`src/rtl/lanzones_mem_pkg.sv`:
```
// lanzones_mem_pkg: shared FSM state type, port indices and default widths
// for the lanzones memory arbiter.
package lanzones_mem_pkg;

  typedef enum logic [1:0] {
    IDLE = 2'd0,
    RD   = 2'd1,
    WR   = 2'd2
  } state_e;

  localparam logic PORT_IF = 1'b0;  // instruction fetch
  localparam logic PORT_LS = 1'b1;  // load/store

  localparam int unsigned DEF_ADDR_W = 32;
  localparam int unsigned DEF_DATA_W = 32;

endpackage

```
`src/rtl/lanzones_arb2.sv`:
```
// lanzones_arb2: two-way winner select for the lanzones memory arbiter.
// Build option ARB_ROUNDROBIN_EN: adds a 1-bit round-robin pointer;
// without it port 1 (load/store) has fixed priority.
module lanzones_arb2
  import lanzones_mem_pkg::*;
(
`ifdef ARB_ROUNDROBIN_EN
  input  logic clk_i,
  input  logic rstn_i,
  input  logic take_i,
`endif
  input  logic req0_i,
  input  logic req1_i,
  output logic any_o,
  output logic win_o
);

  assign any_o = req0_i | req1_i;

`ifdef ARB_ROUNDROBIN_EN
  logic prio_q;  // port that wins the next contention

  // Winner is the pointer on contention, otherwise the sole requester.
  always_comb begin
    if (req0_i && req1_i) begin
      win_o = prio_q;
    end else if (req1_i) begin
      win_o = PORT_LS;
    end else begin
      win_o = PORT_IF;
    end
  end

  // After each grant, priority moves to the port that was not served.
  always_ff @(posedge clk_i or posedge rstn_i) begin
    if (rstn_i) begin
      prio_q <= PORT_IF;
    end else if (take_i) begin
      prio_q <= ~win_o;
    end
  end
`else
  // Load/store port wins whenever it is requesting.
  always_comb begin
    win_o = req1_i ? PORT_LS : PORT_IF;
  end
`endif

endmodule

```
`src/rtl/lanzones_mem_arbiter.sv`:
```
// lanzones_mem_arbiter: shares the single lanzones memory port between the
// instruction-fetch (m0) and load/store (m1) requesters, one transaction at
// a time. Build option ARB_ROUNDROBIN_EN selects round-robin arbitration.
module lanzones_mem_arbiter
  import lanzones_mem_pkg::*;
#(
  parameter int unsigned ADDR_W = DEF_ADDR_W,
  parameter int unsigned DATA_W = DEF_DATA_W
) (
  input  logic                  clk,
  input  logic                  rstn,
  input  logic                  m0_req,
  input  logic                  m0_we,
  input  logic [ADDR_W-1:0]     m0_addr,
  input  logic [DATA_W-1:0]     m0_wdata,
  input  logic [DATA_W/8-1:0]   m0_strb,
  output logic                  m0_gnt,
  output logic                  m0_vld,
  output logic [DATA_W-1:0]     m0_rdata,
  input  logic                  m1_req,
  input  logic                  m1_we,
  input  logic [ADDR_W-1:0]     m1_addr,
  input  logic [DATA_W-1:0]     m1_wdata,
  input  logic [DATA_W/8-1:0]   m1_strb,
  output logic                  m1_gnt,
  output logic                  m1_vld,
  output logic [DATA_W-1:0]     m1_rdata,
  output logic                  mem_rrdy,
  input  logic                  mem_rvld,
  input  logic [DATA_W-1:0]     mem_rdata,
  output logic [ADDR_W-1:0]     mem_raddr,
  output logic [DATA_W-1:0]     mem_rwdata,
  output logic                  mem_rwen,
  output logic [DATA_W/8-1:0]   mem_rwstrobe,
  output logic                  busy
);

  state_e                state_q;
  logic                  owner_q;
  logic [ADDR_W-1:0]     addr_q;
  logic [DATA_W-1:0]     wdata_q;
  logic [DATA_W/8-1:0]   strb_q;

  logic                  any_req;
  logic                  win;
  logic                  grant;
  logic                  sel_we;
  logic [ADDR_W-1:0]     sel_addr;
  logic [DATA_W-1:0]     sel_wdata;
  logic [DATA_W/8-1:0]   sel_strb;

  lanzones_arb2 u_arb (
`ifdef ARB_ROUNDROBIN_EN
    .clk_i  (clk),
    .rstn_i (rstn),
    .take_i (grant),
`endif
    .req0_i (m0_req),
    .req1_i (m1_req),
    .any_o  (any_req),
    .win_o  (win)
  );

  // Grant is masked while reset is held so every output reads 0 in reset.
  assign grant = (state_q == IDLE) && any_req && !rstn;

  // Payload of the winning requester, captured on grant.
  always_comb begin
    if (win == PORT_LS) begin
      sel_we    = m1_we;
      sel_addr  = m1_addr;
      sel_wdata = m1_wdata;
      sel_strb  = m1_strb;
    end else begin
      sel_we    = m0_we;
      sel_addr  = m0_addr;
      sel_wdata = m0_wdata;
      sel_strb  = m0_strb;
    end
  end

  // Transaction FSM with payload capture; the state itself records read/write.
  always_ff @(posedge clk or posedge rstn) begin
    if (rstn) begin
      state_q <= IDLE;
      owner_q <= PORT_IF;
      addr_q  <= '0;
      wdata_q <= '0;
      strb_q  <= '0;
    end else begin
      unique case (state_q)
        IDLE: begin
          if (grant) begin
            owner_q <= win;
            addr_q  <= sel_addr;
            wdata_q <= sel_wdata;
            strb_q  <= sel_strb;
            state_q <= sel_we ? WR : RD;
          end
        end
        RD: begin
          if (mem_rvld) begin
            state_q <= IDLE;
          end
        end
        WR: begin
          state_q <= IDLE;
        end
        default: begin
          state_q <= IDLE;
        end
      endcase
    end
  end

  // Requester and memory-side outputs decoded from state and captured payload.
  always_comb begin
    m0_gnt       = 1'b0;
    m1_gnt       = 1'b0;
    m0_vld       = 1'b0;
    m1_vld       = 1'b0;
    m0_rdata     = '0;
    m1_rdata     = '0;
    mem_rrdy     = 1'b0;
    mem_raddr    = '0;
    mem_rwdata   = '0;
    mem_rwen     = 1'b0;
    mem_rwstrobe = '0;
    busy         = (state_q != IDLE);
    unique case (state_q)
      IDLE: begin
        if (grant) begin
          if (win == PORT_LS) begin
            m1_gnt = 1'b1;
          end else begin
            m0_gnt = 1'b1;
          end
        end
      end
      RD: begin
        // Dropping rrdy as soon as rvld is seen prevents a second read.
        mem_rrdy  = !mem_rvld;
        mem_raddr = addr_q;
        if (mem_rvld) begin
          if (owner_q == PORT_LS) begin
            m1_vld   = 1'b1;
            m1_rdata = mem_rdata;
          end else begin
            m0_vld   = 1'b1;
            m0_rdata = mem_rdata;
          end
        end
      end
      WR: begin
        mem_rwen     = 1'b1;
        mem_raddr    = addr_q;
        mem_rwdata   = wdata_q;
        mem_rwstrobe = strb_q;
        if (owner_q == PORT_LS) begin
          m1_vld = 1'b1;
        end else begin
          m0_vld = 1'b1;
        end
      end
      default: begin
      end
    endcase
  end

endmodule

```
`config.mk`:
```
export PLATFORM = sky130hd
export DESIGN_NAME = lanzones_mem_arbiter
export DESIGN_NICKNAME = d
export VERILOG_FILES = /design/src/rtl/lanzones_mem_pkg.sv /design/src/rtl/lanzones_arb2.sv /design/src/rtl/lanzones_mem_arbiter.sv
export SDC_FILE = /design/constraint.sdc
export NUM_CORES = 1
export LEC_CHECK = 0
export BUFFER_PORTS_ARGS = -buffer_cell sky130_fd_sc_hd__buf_2
export CORE_AREA = 5 5 119 121
export DETAILED_ROUTE_END_ITERATION = 10
export DIE_AREA = 0 0 124 126
export PLACE_DENSITY = 0.68
export SYNTH_ARGS = -nofsm -noshare
export SYNTH_HDL_FRONTEND = slang
export SYNTH_SLANG_ARGS = --single-unit
```
`constraint.sdc`:
```
create_clock -name clk -period 4.75 [get_ports clk]
set_input_delay 0.95 -clock clk [delete_from_list [all_inputs] [get_ports clk]]
set_output_delay 0.95 -clock clk [all_outputs]
set_load 0.005 [all_outputs]
```
-- Word level (Yosys, flattened, before mapping)
Index checks and enable logic that the tools add are counted.
- reductions and logical operators: 9
- equal/unequal tests: 4
- mux-type cells: 32
- bitwise operators: 1
- operators with widths (cell ; number):
    32-bit 2-to-1 mux ; 10
    1-bit 2-to-1 mux ; 14
    4-bit 2-to-1 mux ; 2
    2-bit 2-to-1 mux ; 3
    2-bit != test, second input constant ; 2
    1-bit case mux with 2 select lines ; 2
    2-bit case mux with 2 select lines ; 1
    2-bit AND reduction ; 2
    2-bit by 1-bit == test with 1-bit output, second input constant ; 1
    2-bit == test, second input constant ; 1
    1-bit logical AND ; 2
    1-bit zero test ; 2
    2-bit zero test ; 1
    2-bit nonzero test ; 1
    2-bit OR reduction ; 1
    1-bit bitwise OR ; 1
- logic and storage cells: 51
- output and inout port bits: 139
- bits in registers: 71
- input bits: 175

-- Longest topological paths before layout
Gate-level depths: netlist of the first run.
- word-level depth: 5
- depth in mapped cells: 8
- mapped depth without buffers: 5

-- By module
From an unflattened synthesis of the first run, not the netlist that was laid out.
- cell total of the unflattened synthesis: 475
- area, all modules: 4272.8 µm²
- by module, submodules not included (module ; sequential area each (µm²) ; area an instance (µm²) ; cells an instance ; times used):
    lanzones_mem_arbiter ; 1776.7 ; 4259.1 ; 473 ; 1
    lanzones_arb2 ; 0.0 ; 13.8 ; 2 ; 1

-- Least setup slack after synthesis of the first run
OpenSTA, ideal clock, no wires.
- path kind: input to output
- start point: in rstn
- end point: out m1_gnt
- cell stages on the path: 4
- path buffers: 2
- path slack: 0.642 ns
- data arrival time: 3.158 ns
- required time: 3.800 ns
- cell sequence: inv_1 > and3_1 > buf_2 > clkbuf_1
- cells in the longest elaborated chain, start to end: 4
- ends and longest elaborated chain (what ; line ; text):
    start, declared ; lanzones_mem_arbiter.sv:11 ; input logic rstn,
    1-bit zero test (no source line) ; -- ;
    1-bit logical AND ; lanzones_mem_arbiter.sv:65 ; assign grant = (state_q == IDLE) && any_req && !rstn;
    1-bit 2-to-1 mux ; lanzones_mem_arbiter.sv:132 ; if (grant) begin
    1-bit 2-to-1 mux ; lanzones_mem_arbiter.sv:130 ; unique case (state_q)
    end, declared ; lanzones_mem_arbiter.sv:25 ; output logic m1_gnt,
No other way between the ends.

-- Worst setup path after layout of the first run
- start point: reg state_q[0]
- end point: out m1_vld
- cells in the longest elaborated chain, start to end: 2
- elaborated cells on any way between the ends: 3
- ends and longest elaborated chain (what ; line ; text):
    start, declared ; lanzones_mem_arbiter.sv:38 ; state_e state_q;
    start signal, assigned ; lanzones_mem_arbiter.sv:98 ; state_q <= sel_we ? WR : RD;
    2-bit == test or 2-bit by 1-bit == test with 1-bit output (tied branches) ; lanzones_mem_arbiter.sv:130 ;
    1-bit case mux with 2 select lines (*) ; lanzones_mem_arbiter.sv:130 ;
    end, declared ; lanzones_mem_arbiter.sv:26 ; output logic m1_vld,
Every way passes the cells marked *; elsewhere a longest branch is shown, timed or not.

==> impl_metrics.ini, run 1 <==
[timing]
tightest_slew_ns = 1.19
rsz0062_at_grt = false
min_period_over_period_pct = 71.0
finalHoldViolCount = 0
tns_ns = 0
layout_min_cycle_time_ns = 3.37
setup_violations = 0
max-slew-margin-rel_pct = 20.5
fmax_ghz = 0.296
skew_ns = 0.00876
drv_slew = 0

[synthesis]
synth_compound_area_share_pct = 16.8
ys_top_cells_by_area = dfrtp_1 41%, a221o_1 16%, nor4b_1 14%, and2_1 10%, and3_1 9.4%
synthMuxAreaShare_pct = 0.231
synthFlopType = dfrtp_1
synth-edff-count = 0
synthMostInstantiatedCell = dfrtp_1
synth-simple-area-share_pct = 34.0
synthXorXnorAreaFrac_pct = 0
syn_area_per_cell_um2 = 10.3
synth_top_family_by_area = simple AND/OR/NAND/NOR gates
async_reset_ff_share_pct = 100
ys_seq_elements = 71
syn_inst = 422
synthesis.area_mm2 = 0.00434
synth_top_area_share_pct = 41.0
yosysTopAreaCell = dfrtp_1
synthDistinctLibCells = 25
synth_adder_area_share_pct = 0.865
synth.net_count = 600
yosys-top-cells-count = 71 x dfrtp_1, 69 x and2_1, 68 x a221o_1, 68 x nor4b_1, 65 x and3_1
yosysWarnings = 0
yosysSeqAreaShare_pct = 41.0

[worst_setup_path]
r2r_end = wdata_q[15]
rr_worst_depth = 6
reg2reg_setup_slack_ns = 2.68
critPathKind = reg2out
cp-end-kind = primary output
critPathRequiredTime_ns = 3.80
start_kind = register
cp.arrival_ns = 2.42
cp_max_fo = 38
timing.rr.start = state_q[0]

[floorplan]
fp.dieArea_mm2 = 0.0156
initial_core_util_pct = 33.4
core_mm2 = 0.0130
die_h_um = 126
fp-row-count = 42
io_pins = 314
dieWidth_um = 124

[global_routing]
grt_use_total_pct = 20.9
grt_max_degree = 72
antenna_found_initial = 1
grt.overflow.total = 0
grt_pass1_wl_um = 25600
grt_pass1_vias = 4923

[routing]
via_per_inst = 5.48
drc = 0
drt_iter0_markers = 357
post_drt_wl_per_cell_um = 19.5
drt-pass1-iter-count = 5
wl_um = 17100
ant_nets = 0
dr_total_vias = 4814

[clock_tree]
htree_levels = 3
clk_latency_ns = 0.33
cts_sinks = 71
cts_buffers = 9
tritoncts = built
clock-root-buffer = clkbuf_16
cts-resized-gates = 0
postCtsHoldBufs = 0
cts_buffer_depth = 2
clk_pin_slew_ns = 0.05
postCtsSetupBuffers = 0

[power]
pwr_density_cell_mw_per_mm2 = 519
ir_worst_vdd_mv = 0.206
p_leak_nw = 3.44

[finish]
multi_input_area_mm2 = 0.00226
post-route-util_pct = 47.7
nFillCells = 1269
seqCellArea_mm2 = 0.00178
layout-drive-gt1-share_pct = 48.9
syn2layout_area_growth_pct = 42.7
num-nets-final = 874

[flow_run]
max-cap-violations = 0

[hold_path]
hp-start = wdata_q[14]
hp-class = reg2reg
worstHoldEndpoint = wdata_q[14]
min_path_cells = 1

[placed_design]
dp_hpwl_um = 12300
gp_congestion = 0.820
port_buffers = 313

[outcome]
status = finished, final reports clean
-- metrics by stage --
step                      hold WS (ns)  setup WS, ns  total power [mW]  cells  instance area [um2]
after global routing             0.519          1.08              3.45    877                 6190
after global placement           0.488          1.75              2.55    861                 5900
final                            0.504          1.38              3.21    878                 6190
after floorplan                  0.471         0.642              2.02    422                 4340
after CTS                        0.508          1.33              3.25    877                 6190
after detailed placement         0.487          1.67              2.58    861                 5900
-- power by group --
| group | leakage [nW] | internal [mW] | switching [mW] | total, mW |
|---|---|---|---|---|
| logic | 2.43 | 0.711 | 0.769 | 1.48 |
| clock network | 0.145 | 0.381 | 0.256 | 0.637 |
| registers | 0.867 | 0.903 | 0.192 | 1.09 |
| total | 3.44 | 1.99 | 1.22 | 3.21 |
-- critical path, cell delays in order (launching register included) --
cell and delay, ns:
dfrtp_1 0.39, inv_1 0.11, ha_1 0.96, o21ai_0 0.34
nor2_1 0.16, buf_2 0.14
-- state kept, by name (all words and copies together) (netlist names) --
| name | flops |
|---|---|
| addr_q | 32 |
| owner_q | 1 |
| state_q | 2 |
| strb_q | 4 |
| wdata_q | 32 |
-- layer usage --
| metal | GRT usage (%) | share of wire, % | wire length [um] | vias to the layer above |
|---|---|---|---|---|
| li1 | - | - | - | 2188 |
| met1 | 22.8 | 36 | 6120 | 2320 |
| met2 | 38.4 | 52 | 8870 | 278 |
| met3 | 5.16 | 10 | 1780 | 28 |
| met4 | 7.73 | 1.9 | 333 | 0 |
| met5 | 0 | 0 | 0 | - |
-- placed cells by master (no fill, tap or decap), drive strengths merged --
master / n
nor4b: 68
inv: 5
o21bai: 1
nor2b: 1
o32ai: 1
nor2: 4
nor3: 1
or2: 1
a221o: 68
diode: 1
clkinv: 5
and2: 69
and3: 65
dfrtp: 71
a21oi: 1
clkbuf: 11
o2bb2ai: 1
buf: 321
mux2i: 1
o21ai: 1
a21o: 1
ha: 3
nand2b: 1
-- worst max path at each step --
stage / start / to / slack, ns / cells past startpoint
CTS: state_q[0] / m1_vld / 1.33 / 5
global route: state_q[0] / m1_vld / 1.08 / 5
floorplan: rstn / m1_gnt / 0.64 / 4
finish: state_q[0] / m1_vld / 1.38 / 5
global placement: state_q[0] / m1_vld / 1.75 / 5
detailed placement: state_q[0] / m1_vld / 1.67 / 5
-- cell families (layout without fill, tap and decap cells) --
group                      Yosys count  after routing
DFF                                 71             71
and+or+nand+nor                    210            210
other                                0              1
adders and majority gates            3              3
AOI/OAI and AO/OA                   74             74
buffers and inverters               63            342
muxes                                1              1
-- final cells by class --
| cell class | instances | area share, % |
|---|---|---|
| Antenna cell | 1 | 0.0404 |
| Clock buffer | 11 | 4.08 |
| Clock inverter | 5 | 0.525 |
| Inverter | 5 | 0.303 |
| Multi-Input combinational cell | 288 | 36.5 |
| Sequential cell | 71 | 28.7 |
| Tap cell | 176 | 3.56 |
| Timing Repair Buffer | 321 | 26.3 |
(Power assumes the default switching activity.)
==> inputs of run 2 (changes only) <==
ABC_AREA = 1   (was not set)
CORE_AREA = 5 5 117 119   (was 5 5 119 121)
DIE_AREA = 0 0 122 124   (was 0 0 124 126)
PLACE_DENSITY = 0.73   (was 0.68)
clock period = 3.35 ns   (was 4.75 ns; I/O delays follow)
==> run 2 against run 1 <==
Against the previous run:
- final cell count grew 44%
- global-route usage down 1.1 points
- non-clock buffer count increased by 1
- setup slack worse by 0.87 ns
- sequential cell count stayed put
- final area grew 7.3%
- critical endpoint is now m1_rdata[22]
- core utilization up 5.6 points
- combinational power fell by 12%
- highest routed layer unchanged
==> impl_metrics.ini, run 2 <==
[synthesis]
ys_top_cells_by_area = nand2_1 40%, dfrtp_1 39%, inv_1 9.1%, nor2_1 5.5%, buf_2 2.8%
yosysWarnings = 0
syn_area_per_cell_um2 = 5.77
synth-edff-count = 0
yosysTopAreaCell = nand2_1
syn_inst = 797
synthDistinctLibCells = 15
synth.net_count = 975
synth_top_area_share_pct = 40.3
synthFlopType = dfrtp_1
yosysSeqAreaShare_pct = 38.6
yosys-top-cells-count = 493 x nand2_1, 111 x inv_1, 71 x dfrtp_1
synthesis.area_mm2 = 0.00460
async_reset_ff_share_pct = 100
synthMostInstantiatedCell = nand2_1
ys_seq_elements = 71

[worst_setup_path]
critPathRequiredTime_ns = 2.68
critPathKind = reg2out
cp-end-kind = primary output
start_kind = register
cp_max_fo = 32
cp.arrival_ns = 2.17

[timing]
rsz0062_at_grt = false
skew_ns = 0.00640
layout_min_cycle_time_ns = 2.84
tightest_slew_ns = 1.04
drv_slew = 0
tns_ns = 0
setup_violations = 0
finalHoldViolCount = 0
max-slew-margin-rel_pct = 30.7
fmax_ghz = 0.352
min_period_over_period_pct = 84.8

[hold_path]
hp-class = reg2reg

[routing]
post_drt_wl_per_cell_um = 12.5
drt_iter0_markers = 315
wl_um = 15800
dr_total_vias = 5490
ant_nets = 0
drt-pass1-iter-count = 4
via_per_inst = 4.33
drc = 0

[power]
p_leak_nw = 4.91
pwr_density_cell_mw_per_mm2 = 594
ir_worst_vdd_mv = 0.233

[clock_tree]
postCtsSetupBuffers = 0
cts_buffers = 9
tritoncts = built
htree_levels = 3
clock-root-buffer = clkbuf_16
cts_buffer_depth = 2
cts_sinks = 71
postCtsHoldBufs = 0
cts-resized-gates = 0
clk_pin_slew_ns = 0.05
clk_latency_ns = 0.32

[placed_design]
port_buffers = 313
dp_hpwl_um = 12100
gp_congestion = 0.815
dp_cells = 1248

[finish]
layout-drive-gt1-share_pct = 31.4
reg_top3 = addr_q (32), wdata_q (32), strb_q (4)
num-nets-final = 1265
syn2layout_area_growth_pct = 44.5
layoutNonFillerInstCount = 1267
layout_commonest_cell = nand2_1
layout_common_cells = 493 x nand2_1, 313 x buf_2, 110 x inv_1, 71 x dfrtp_1, 67 x nor2_1

[global_routing]
grt.overflow.total = 0
grt_use_total_pct = 19.8
grt_max_degree = 72
grt_pass1_wl_um = 23500
antenna_found_initial = 3
grt_pass1_vias = 4800

[floorplan]
fp.dieArea_mm2 = 0.0151
dieWidth_um = 122
die_h_um = 124
fp-row-count = 41
io_pins = 314
initial_core_util_pct = 36.9
core_mm2 = 0.0125

[outcome]
status = finished, final reports clean

[flow_run]
max-cap-violations = 0
==> run 2: cell types whose count changed after synthesis, moves of 28 or more <==
| cell | change |
|---|---|
| nand2_1 | +493 |
| and3_1 | -65 |
| and2_1 | -69 |
| nor4b_1 | -68 |
| nor2_1 | +64 |
| clkbuf_1 | -28 |
| inv_1 | +106 |
| a221o_1 | -68 |
==> run 2: per-stage QoR <==
step | setup slack [ns] | hold slack [ns] | instance area (um2) | power (mW) | utilization [%]
final | 0.509 | 0.468 | 6640 | 3.95 | 53.3
after global routing | 0.334 | 0.486 | 6640 | 4.27 | 53.3
after floorplan | 0.286 | 0.442 | 4600 | 2.23 | -
after global placement | 0.928 | 0.453 | 6250 | 2.75 | 50.2
after detailed placement | 0.831 | 0.458 | 6250 | 2.78 | 50.2
after CTS | 0.579 | 0.472 | 6630 | 4.01 | 53.2
==> run 2: final cells by class <==
class	instances	area, um2
clock buffer	11	253
timing repair buffer	322	1650
multi-input combinational	570	2190
sequential	71	1780
antenna	3	7.51
tap	172	215
clock inverter	5	128
fill	1339	5820
inverter	113	428
==> run 2: cell families (layout without fill, tap and decap cells) <==
| kind of cell | after synthesis | in the layout | synth area share (%) |
|---|---|---|---|
| simple gates | 564 | 564 | 46.4 |
| buf+inv | 156 | 451 | 13.8 |
| compound gates | 3 | 3 | 0.381 |
| flops | 71 | 71 | 38.6 |
| other cells | 0 | 3 | 0 |
| fa+ha+maj | 3 | 3 | 0.817 |
==> run 2: path summary, 6_finish.rpt <==
kind                                 start           end  slack (ns)  cells after the start
worst max-delay path            state_q[1]  m1_rdata[22]        0.51                      7
worst min-delay path            addr_q[12]    addr_q[12]        0.47                      2
worst max register to register  state_q[0]    state_q[1]        1.25                      7
worst min register to register  addr_q[12]    addr_q[12]        0.47                      2
max in group asynchronous             rstn   wdata_q[14]        2.10                      3
min in group asynchronous             rstn    addr_q[22]        0.68                      3
==> run 2: report_power, final <==
part | total [mW] | internal [mW] | leakage [nW] | switching [mW]
clock network | 1.20 | 0.843 | 0.182 | 0.354
registers | 1.44 | 1.24 | 0.889 | 0.204
logic | 1.30 | 0.516 | 3.84 | 0.787
total | 3.95 | 2.60 | 4.91 | 1.35
==> run 2: layer usage <==
metal,wire (um),GRT usage [%],up-vias,part of all wire [%]
met5,0,0,-,0
met4,349,8.61,0,2.2
met3,1250,4.04,23,7.9
met2,8280,37.8,191,52
met1,5910,20.9,2433,37
li1,-,-,2843,-
==> run 2: worst max-delay path, stage by stage (launching register included) <==
cell and delay, ns:
dfrtp_1 0.40, inv_1 0.08, ha_1 0.16, nand2_1 0.06
inv_1 0.08, nand2_1 0.58, nor2_1 0.33, buf_2 0.16
